===== src/rtl/lamp_fpu_exp_mul_rnd.sv =====
// bfloat16 multiplier rounding/packing stage: RNE rounding, exponent carry, overflow-to-Inf,
// small output FIFO with valid/ready and sticky {OVF,UNF,INEXACT,DROP} flags. Option: LAMP_FPU_RND_FTZ_EN.
module lamp_fpu_exp_mul_rnd #(
    parameter int unsigned E_DW       = 8,
    parameter int unsigned F_DW       = 7,
    parameter int unsigned FIFO_DEPTH = 2
) (
    input  logic                 clk,
    input  logic                 rst,
    input  logic                 valid_i,
    input  logic                 s_i,
    input  logic [E_DW-1:0]      e_i,
    input  logic [F_DW+4:0]      f_i,
    input  logic                 isOverflow_i,
    input  logic                 isUnderflow_i,
    input  logic                 isToRound_i,
    input  logic                 ready_i,
    input  logic                 clr_flags_i,
    output logic [E_DW+F_DW:0]   res_o,
    output logic                 valid_o,
    output logic [3:0]           flags_o
);

    localparam int unsigned RW = 1 + E_DW + F_DW;
    localparam int unsigned PW = (FIFO_DEPTH > 1) ? $clog2(FIFO_DEPTH) : 1;
    localparam int unsigned CW = $clog2(FIFO_DEPTH + 1);

    logic [F_DW:0]   mant;
    logic            lsb, g, rs, inexact, rup;
    logic [F_DW+1:0] sum;
    logic [E_DW-1:0] e_inc;
    logic [E_DW-1:0] rnd_e;
    logic [F_DW-1:0] rnd_f;
    logic            ovf_ev, unf_ev, inx_ev;

    // The overflow bit of f_i is already folded into isOverflow_i upstream.
    logic unused_ovf_bit;
    assign unused_ovf_bit = f_i[F_DW+4];

    // Round-to-nearest-even and result packing
    always_comb begin
        mant    = f_i[F_DW+3:3];
        lsb     = f_i[3];
        g       = f_i[2];
        rs      = f_i[1] | f_i[0];
        inexact = g | rs;
        rup     = g & (rs | lsb);
        sum     = (F_DW+2)'(mant) + (F_DW+2)'(rup);
        e_inc   = e_i + E_DW'(1);
        rnd_e   = e_i;
        rnd_f   = sum[F_DW-1:0];
        ovf_ev  = 1'b0;
        unf_ev  = 1'b0;
        inx_ev  = 1'b0;
        if (!isToRound_i) begin
            rnd_f = f_i[F_DW+2:3];
        end else if (isOverflow_i) begin
            rnd_e  = '1;
            rnd_f  = '0;
            ovf_ev = 1'b1;
            inx_ev = 1'b1;
        end else begin
            inx_ev = inexact;
            unf_ev = isUnderflow_i & inexact;
            if (sum[F_DW+1]) begin
                rnd_f = '0;
                if (e_inc == '1) begin
                    rnd_e  = '1;
                    ovf_ev = 1'b1;
                end else begin
                    rnd_e = e_inc;
                end
            end else if ((e_i == '0) && sum[F_DW]) begin
                rnd_e = E_DW'(1);
            end
`ifdef LAMP_FPU_RND_FTZ_EN
            if ((rnd_e == '0) && (rnd_f != '0)) begin
                rnd_f  = '0;
                unf_ev = 1'b1;
                inx_ev = 1'b1;
            end
`endif
        end
    end

    logic [RW-1:0] mem_q [FIFO_DEPTH];
    logic [PW-1:0] wr_ptr_q, wr_ptr_d, rd_ptr_q, rd_ptr_d;
    logic [CW-1:0] cnt_q, cnt_d;
    logic          valid_q, valid_d;
    logic [3:0]    flags_q, flags_d;
    logic          full, pop, push, drop;

    // FIFO control and sticky flag next state
    always_comb begin
        full     = (cnt_q == CW'(FIFO_DEPTH));
        pop      = valid_q & ready_i;
        push     = valid_i & (~full | pop);
        drop     = valid_i & full & ~pop;
        wr_ptr_d = push ? wr_ptr_q + PW'(1) : wr_ptr_q;
        rd_ptr_d = pop  ? rd_ptr_q + PW'(1) : rd_ptr_q;
        cnt_d    = cnt_q;
        if (push && !pop) begin
            cnt_d = cnt_q + CW'(1);
        end else if (!push && pop) begin
            cnt_d = cnt_q - CW'(1);
        end
        valid_d = (cnt_d != '0);
        flags_d = clr_flags_i ? 4'b0000 : flags_q;
        if (valid_i) begin
            flags_d = flags_d | {ovf_ev, unf_ev, inx_ev, drop};
        end
    end

    always_ff @(posedge clk) begin
        if (rst) begin
            for (int unsigned i = 0; i < FIFO_DEPTH; i++) begin
                mem_q[i] <= '0;
            end
            wr_ptr_q <= '0;
            rd_ptr_q <= '0;
            cnt_q    <= '0;
            valid_q  <= 1'b0;
            flags_q  <= 4'b0000;
        end else begin
            if (push) begin
                mem_q[wr_ptr_q] <= {s_i, rnd_e, rnd_f};
            end
            wr_ptr_q <= wr_ptr_d;
            rd_ptr_q <= rd_ptr_d;
            cnt_q    <= cnt_d;
            valid_q  <= valid_d;
            flags_q  <= flags_d;
        end
    end

    assign res_o   = mem_q[rd_ptr_q];
    assign valid_o = valid_q;
    assign flags_o = flags_q;

endmodule


===== config.mk =====
export PLATFORM = sky130hd
export DESIGN_NAME = lamp_fpu_exp_mul_rnd
export DESIGN_NICKNAME = d
export VERILOG_FILES = /design/src/rtl/lamp_fpu_exp_mul_rnd.sv
export SDC_FILE = /design/constraint.sdc
export NUM_CORES = 1
export LEC_CHECK = 0
export CAP_MARGIN = 10
export CORE_ASPECT_RATIO = 0.5
export CORE_MARGIN = 5
export CORE_UTILIZATION = 30
export DETAILED_ROUTE_END_ITERATION = 6
export HOLD_SLACK_MARGIN = 0.12
export SETUP_SLACK_MARGIN = 0.2
export SLEW_MARGIN = 20
export SYNTH_ARGS = -nofsm -noshare
export SYNTH_HDL_FRONTEND = slang
export SYNTH_SLANG_ARGS = --single-unit

===== constraint.sdc =====
create_clock -name clk -period 2.8 [get_ports clk]
set_input_delay 0.28 -clock clk [delete_from_list [all_inputs] [get_ports clk]]
set_output_delay 0.28 -clock clk [all_outputs]
set_load 0.005 [all_outputs]

Yosys cells after proc, flatten, opt, wreduce, memory -nomap -nowiden
Memories as Yosys holds them, arrays and structs flattened. A register that Yosys moved wholly into a read port is not among the register bits.
Index checks and enable logic that the tools add are counted.
- reductions and logical operators: 8
- multiplexer cells: 30
- $add $sub $neg: 6
- eq/ne operators: 2
- bitwise gates (word level): 13
- operators by type and width (kind ; count):
    two-way mux 8 bit ; 5
    two-way mux 7 bit ; 3
    two-way mux 1 bit ; 17
    two-way mux 16 bit ; 1
    OR reduction 16 bit ; 1
    adder 8 x 1 -> 9 bit ; 1
    adder 8 x 1 -> 8 bit (second input constant) ; 1
    == test 8 bit (second input constant) ; 1
    logical NOT 8 bit ; 1
    two-way mux 4 bit ; 2
    AND 1 bit ; 6
    two-way mux 2 bit ; 2
    OR 1 bit ; 4
    OR 4 bit ; 1
    logical AND 1 bit ; 3
    adder 1 bit (second input constant) ; 2
    adder 2 x 1 -> 2 bit (second input constant) ; 1
    == test 2 bit (second input constant) ; 1
    logical NOT 1 bit ; 2
    NOT 1 bit ; 2
    nonzero test 2 bit ; 1
    subtractor 2 x 1 -> 2 bit (second input constant) ; 1
- logic and storage cells: 65
- bits in writable memories: 32
- output and inout bits: 21
- memories kept: 1
- register bits: 9
- memory list (name ; words ; width ; rd ports ; clocked after memory_dff ; write ports ; RTL line ; text):
    mem_q ; 2 ; 16 ; 1 ; 1 ; 2 ; 86 ; logic [RW-1:0] mem_q [FIFO_DEPTH];

Depth between registers and ports, before layout
- depth in word-level cells: 10
- depth in mapped cells: 8

Least setup slack after synthesis
Ideal clock, no wire load.
- kind: reg-to-reg
- start point: reg cnt_q[0]
- end point: mem mem_q[0][0] (netlist name), enable pin
- required time: 2.408 ns
- path slack: 0.813 ns
- arrival time: 1.595 ns
- period minus slack after synthesis: 1.987 ns
- stages on the path, launching flop included: 5
- cell sequence: dfxtp_1 -> inv_1 -> ha_1 -> a21bo_1 -> o21bai_1
- RTL lines (what ; RTL line ; text):
    start, declared ; 88 ; logic [CW-1:0] cnt_q, cnt_d;
    start signal, assigned ; 130 ; cnt_q <= cnt_d;
    end, declared ; 86 ;

==> impl_results.md <==
* Status: finished, final reports clean
* Synth Instances at approximately 240
* First-pass GRT wire length at 10100 um
* CTS tree: yes
* Reg2Reg Setup Slack at 0.85 ns
* Hold crit path type: register to register
* Main synth FF type: edfxtp_1
* Tot Pwr at approximately 1.8 mW
* NumNets Final at 328
* Setup total negative slack at 0 ns
* CP Capture Type: register
* Final Cycle Share at 0.826
* RSZ-0062 raised after global routing: false
* Worst Path Arrival at 2.32 ns
* GRT Total Usage at 0.122
* Hold Worst Slack at 0.474 ns
* Vias in the first global route at 1994
* Post-route cell area at 3260 um2
* Reg2reg end: mem_q[0][7]
* Number of enable flip-flop cells after synthesis at 32
* Routability cong. at 0.884
* Comb power frac at 0.225
* Fin. Hold Viols at 0
* Worst Tran Pin Value at around 0.74 ns
* Die ar. at a little over 10000 um2
* Sw Ratio at 0.239
* Reg-to-reg startpoint: cnt_q[0]
* Pint at 1.39 mW
* # hold bufs at CTS at 0
* Startpoint Class: input pin
* Initial antenna violation count at 0
* Placeable Area at 8000 um2
* Power share of the clock group at 0.348
* Fmax at 0.432 GHz
* CP Launch Point: f_i[3]
* # setup viols final at 0
* Clock Latency Late Sink at 0.28 ns
* Die width at 138 um
* Pleak at 1.21 nW
* Final core utilization at 0.408
* Fraction of registers with async set/reset at 0
* Worst setup path end: mem_q[1][7]
* Post-route DRC at 0
* Ys Warns at 0
* Syn Nets at about 280
* Reg2Reg Depth at 5
* Maximum VDD drop at 255 uV
* H-tree levels at 2
* Starting Density at 0.308
* Dpl hpwl at around 4600 um
* CTS Buffer Depth at 2
* Largest fanout on the critical path at 5
* Antenna diodes at 0
* Max_cap viols at 0
* DR WL/cell at 15.3 um
* Die Span Y at approximately 74 um
* Setup Buffers After CTS at 0
* Critical hold path startpoint: flags_o[2]
* Largest net degree at the start of global routing at 21
* Clk_skew at 0.00680 ns
* FF+latch count, synth at 42
* Syn_area_per_cell at 10.2 um2
* CTS root buf: clkbuf_16
* Vias at 2030
* NetSw at roughly 440 uW
* Site Rows at 23
* Post-layout min period at approximately 2.3 ns
* Post-cts gate resize count at 0
* CP required at 2.80 ns
* Final wirelength at 6210 um
* Distinct cell type count after synthesis at 58
* Sequential power share at 0.427
* Clk sinks at 42
* Max Slew Vio Count at 0
* Share of cells above drive strength 1 at 0.146
* Gr ovfl total at 0
* # port buffers at 48
* Max-slew headroom at 0.504
* Num CTS Buffers at 5
* DR pass1 iterations at 4
* Clk pin slew, worst setup/hold paths at 0.06 ns
* Area after DPL at 3100 um2
* Power per cell area at 561 nW/um2
* Vias per cell at roughly 5
* Final ANT Viol Nets at 0
* Initial DRC Count at 196
* I/O pins at 50
* Syn Std Cell Area at 2460 um2
* # fillers at about 790
* P&R area growth vs syn at 32.5%
* Seq/Total Area, Yosys at 0.472
* Crit path kind: input pin to register
-- logic make-up (layout without fill, tap and decap cells) --
kind of cell               count (synthesis)  after routing  share of synthesized area
AOI/OAI and AO/OA                         50             50                      0.138
adders and majority gates                  5              5                     0.0254
buffers and inverters                     23             77                     0.0463
xor gates and xnor gates                   3              3                     0.0107
DFF                                       42             42                      0.472
and+or+nand+nor                           98             98                      0.217
muxes                                     20             20                     0.0910
-- placed cells by master (no fill, tap or decap), types with 4 or more instances in the layout --
| master | n |
|---|---|
| clkdlybuf4s50_1 | 48 |
| nor2_1 | 36 |
| edfxtp_1 | 32 |
| mux2_2 | 16 |
| buf_4 | 13 |
| dfxtp_1 | 10 |
| nand2_1 | 9 |
| nor3_1 | 9 |
| a21oi_1 | 9 |
| inv_1 | 8 |
| o21ai_0 | 8 |
| nand3_1 | 6 |
| and3_1 | 6 |
| a31oi_1 | 6 |
| ha_1 | 5 |
| clkbuf_16 | 5 |
| nor4_1 | 4 |
| o22ai_1 | 4 |
-- through the flow --
| step | std cells | worst slack (ns) |
|---|---|---|
| 2_1_floorplan | 241 | 0.813 |
| 3_3_place_gp | 399 | 0.252 |
| 3_5_place_dp | 399 | 0.225 |
| 4_1_cts | 407 | 0.514 |
| 5_1_grt | 407 | 0.350 |
| 6_report | 407 | 0.488 |
-- critical path, cell delays in order --
cell	delay, ns
clkdlybuf4s50_1	0.54
and2_1	0.15
ha_1	0.19
nand3_1	0.13
buf_4	0.18
nor3_2	0.32
nand3_1	0.12
a31oi_1	0.31
nor4_1	0.10
-- Yosys cell counts (2+ instances only) --
master	count	area share
nor3_1	9	0.018
edfxtp_1	32	0.39
mux2_2	16	0.073
o31ai_1	2	0.0061
nand4_1	3	0.0076
nand4b_1	2	0.0071
buf_4	2	0.0061
o21ai_0	8	0.016
a211oi_1	3	0.0092
buf_6	2	0.0092
buf_2	4	0.0081
a31oi_1	6	0.015
a41oi_1	2	0.0071
a22oi_1	2	0.0061
a32oi_1	3	0.011
mux2_1	3	0.014
dfxtp_1	10	0.081
and2_1	3	0.0076
xor2_1	3	0.011
nor2b_1	3	0.0076
a21oi_1	9	0.018
and4_1	3	0.011
ha_1	5	0.025
nand2_1	9	0.014
nor4_1	4	0.010
inv_1	8	0.012
o22ai_1	4	0.010
nand3_1	6	0.012
and3_1	6	0.015
clkbuf_1	6	0.0092
nor2_1	36	0.055
-- final cells by class --
class | instances | area [um2] | area share
multi-input cells | 176 | 1190 | 0.364
flip-flops and latches | 42 | 1160 | 0.356
repair buffers | 61 | 578 | 0.177
well taps | 112 | 140 | 0.0430
clock buffers | 6 | 129 | 0.0395
clock inverters | 2 | 37.5 | 0.0115
inverters | 8 | 30.0 | 0.00921
-- layer usage --
layer	vias up	part of all wire	GRT usage
met2	43	0.47	0.208
met3	2	0.051	0.0302
li1	1014	-	-
met5	-	0	0
met4	0	0.0061	0.0230
met1	971	0.47	0.161
-- worst min path at each step --
stage / end / slack, ns / cells after the start
after floorplan: cnt_q[1] / 0.36 / 1
after global placement: flags_o[2] / 0.45 / 2
after detailed placement: flags_o[2] / 0.45 / 2
after CTS: flags_o[2] / 0.47 / 2
after global routing: flags_o[2] / 0.50 / 2
final: flags_o[2] / 0.47 / 2
-- state kept, by name (all words and copies together) (netlist names), named ones only --
name / cells
mem_q: 32
cnt_q: 2
flags_o: 4
valid_o: 1
rd_ptr_q: 1
wr_ptr_q: 1
-- power groups by stage --
stage | combinational [mW] | clock (mW) | sequential, mW
after floorplan | 0.220 | 0 | 0.774
after global placement | 0.406 | 0 | 0.791
after detailed placement | 0.415 | 0 | 0.795
after CTS | 0.418 | 0.651 | 0.782
after global routing | 0.453 | 0.677 | 0.789
final | 0.413 | 0.637 | 0.781
Note: power is estimated with default switching activity, not from simulation.
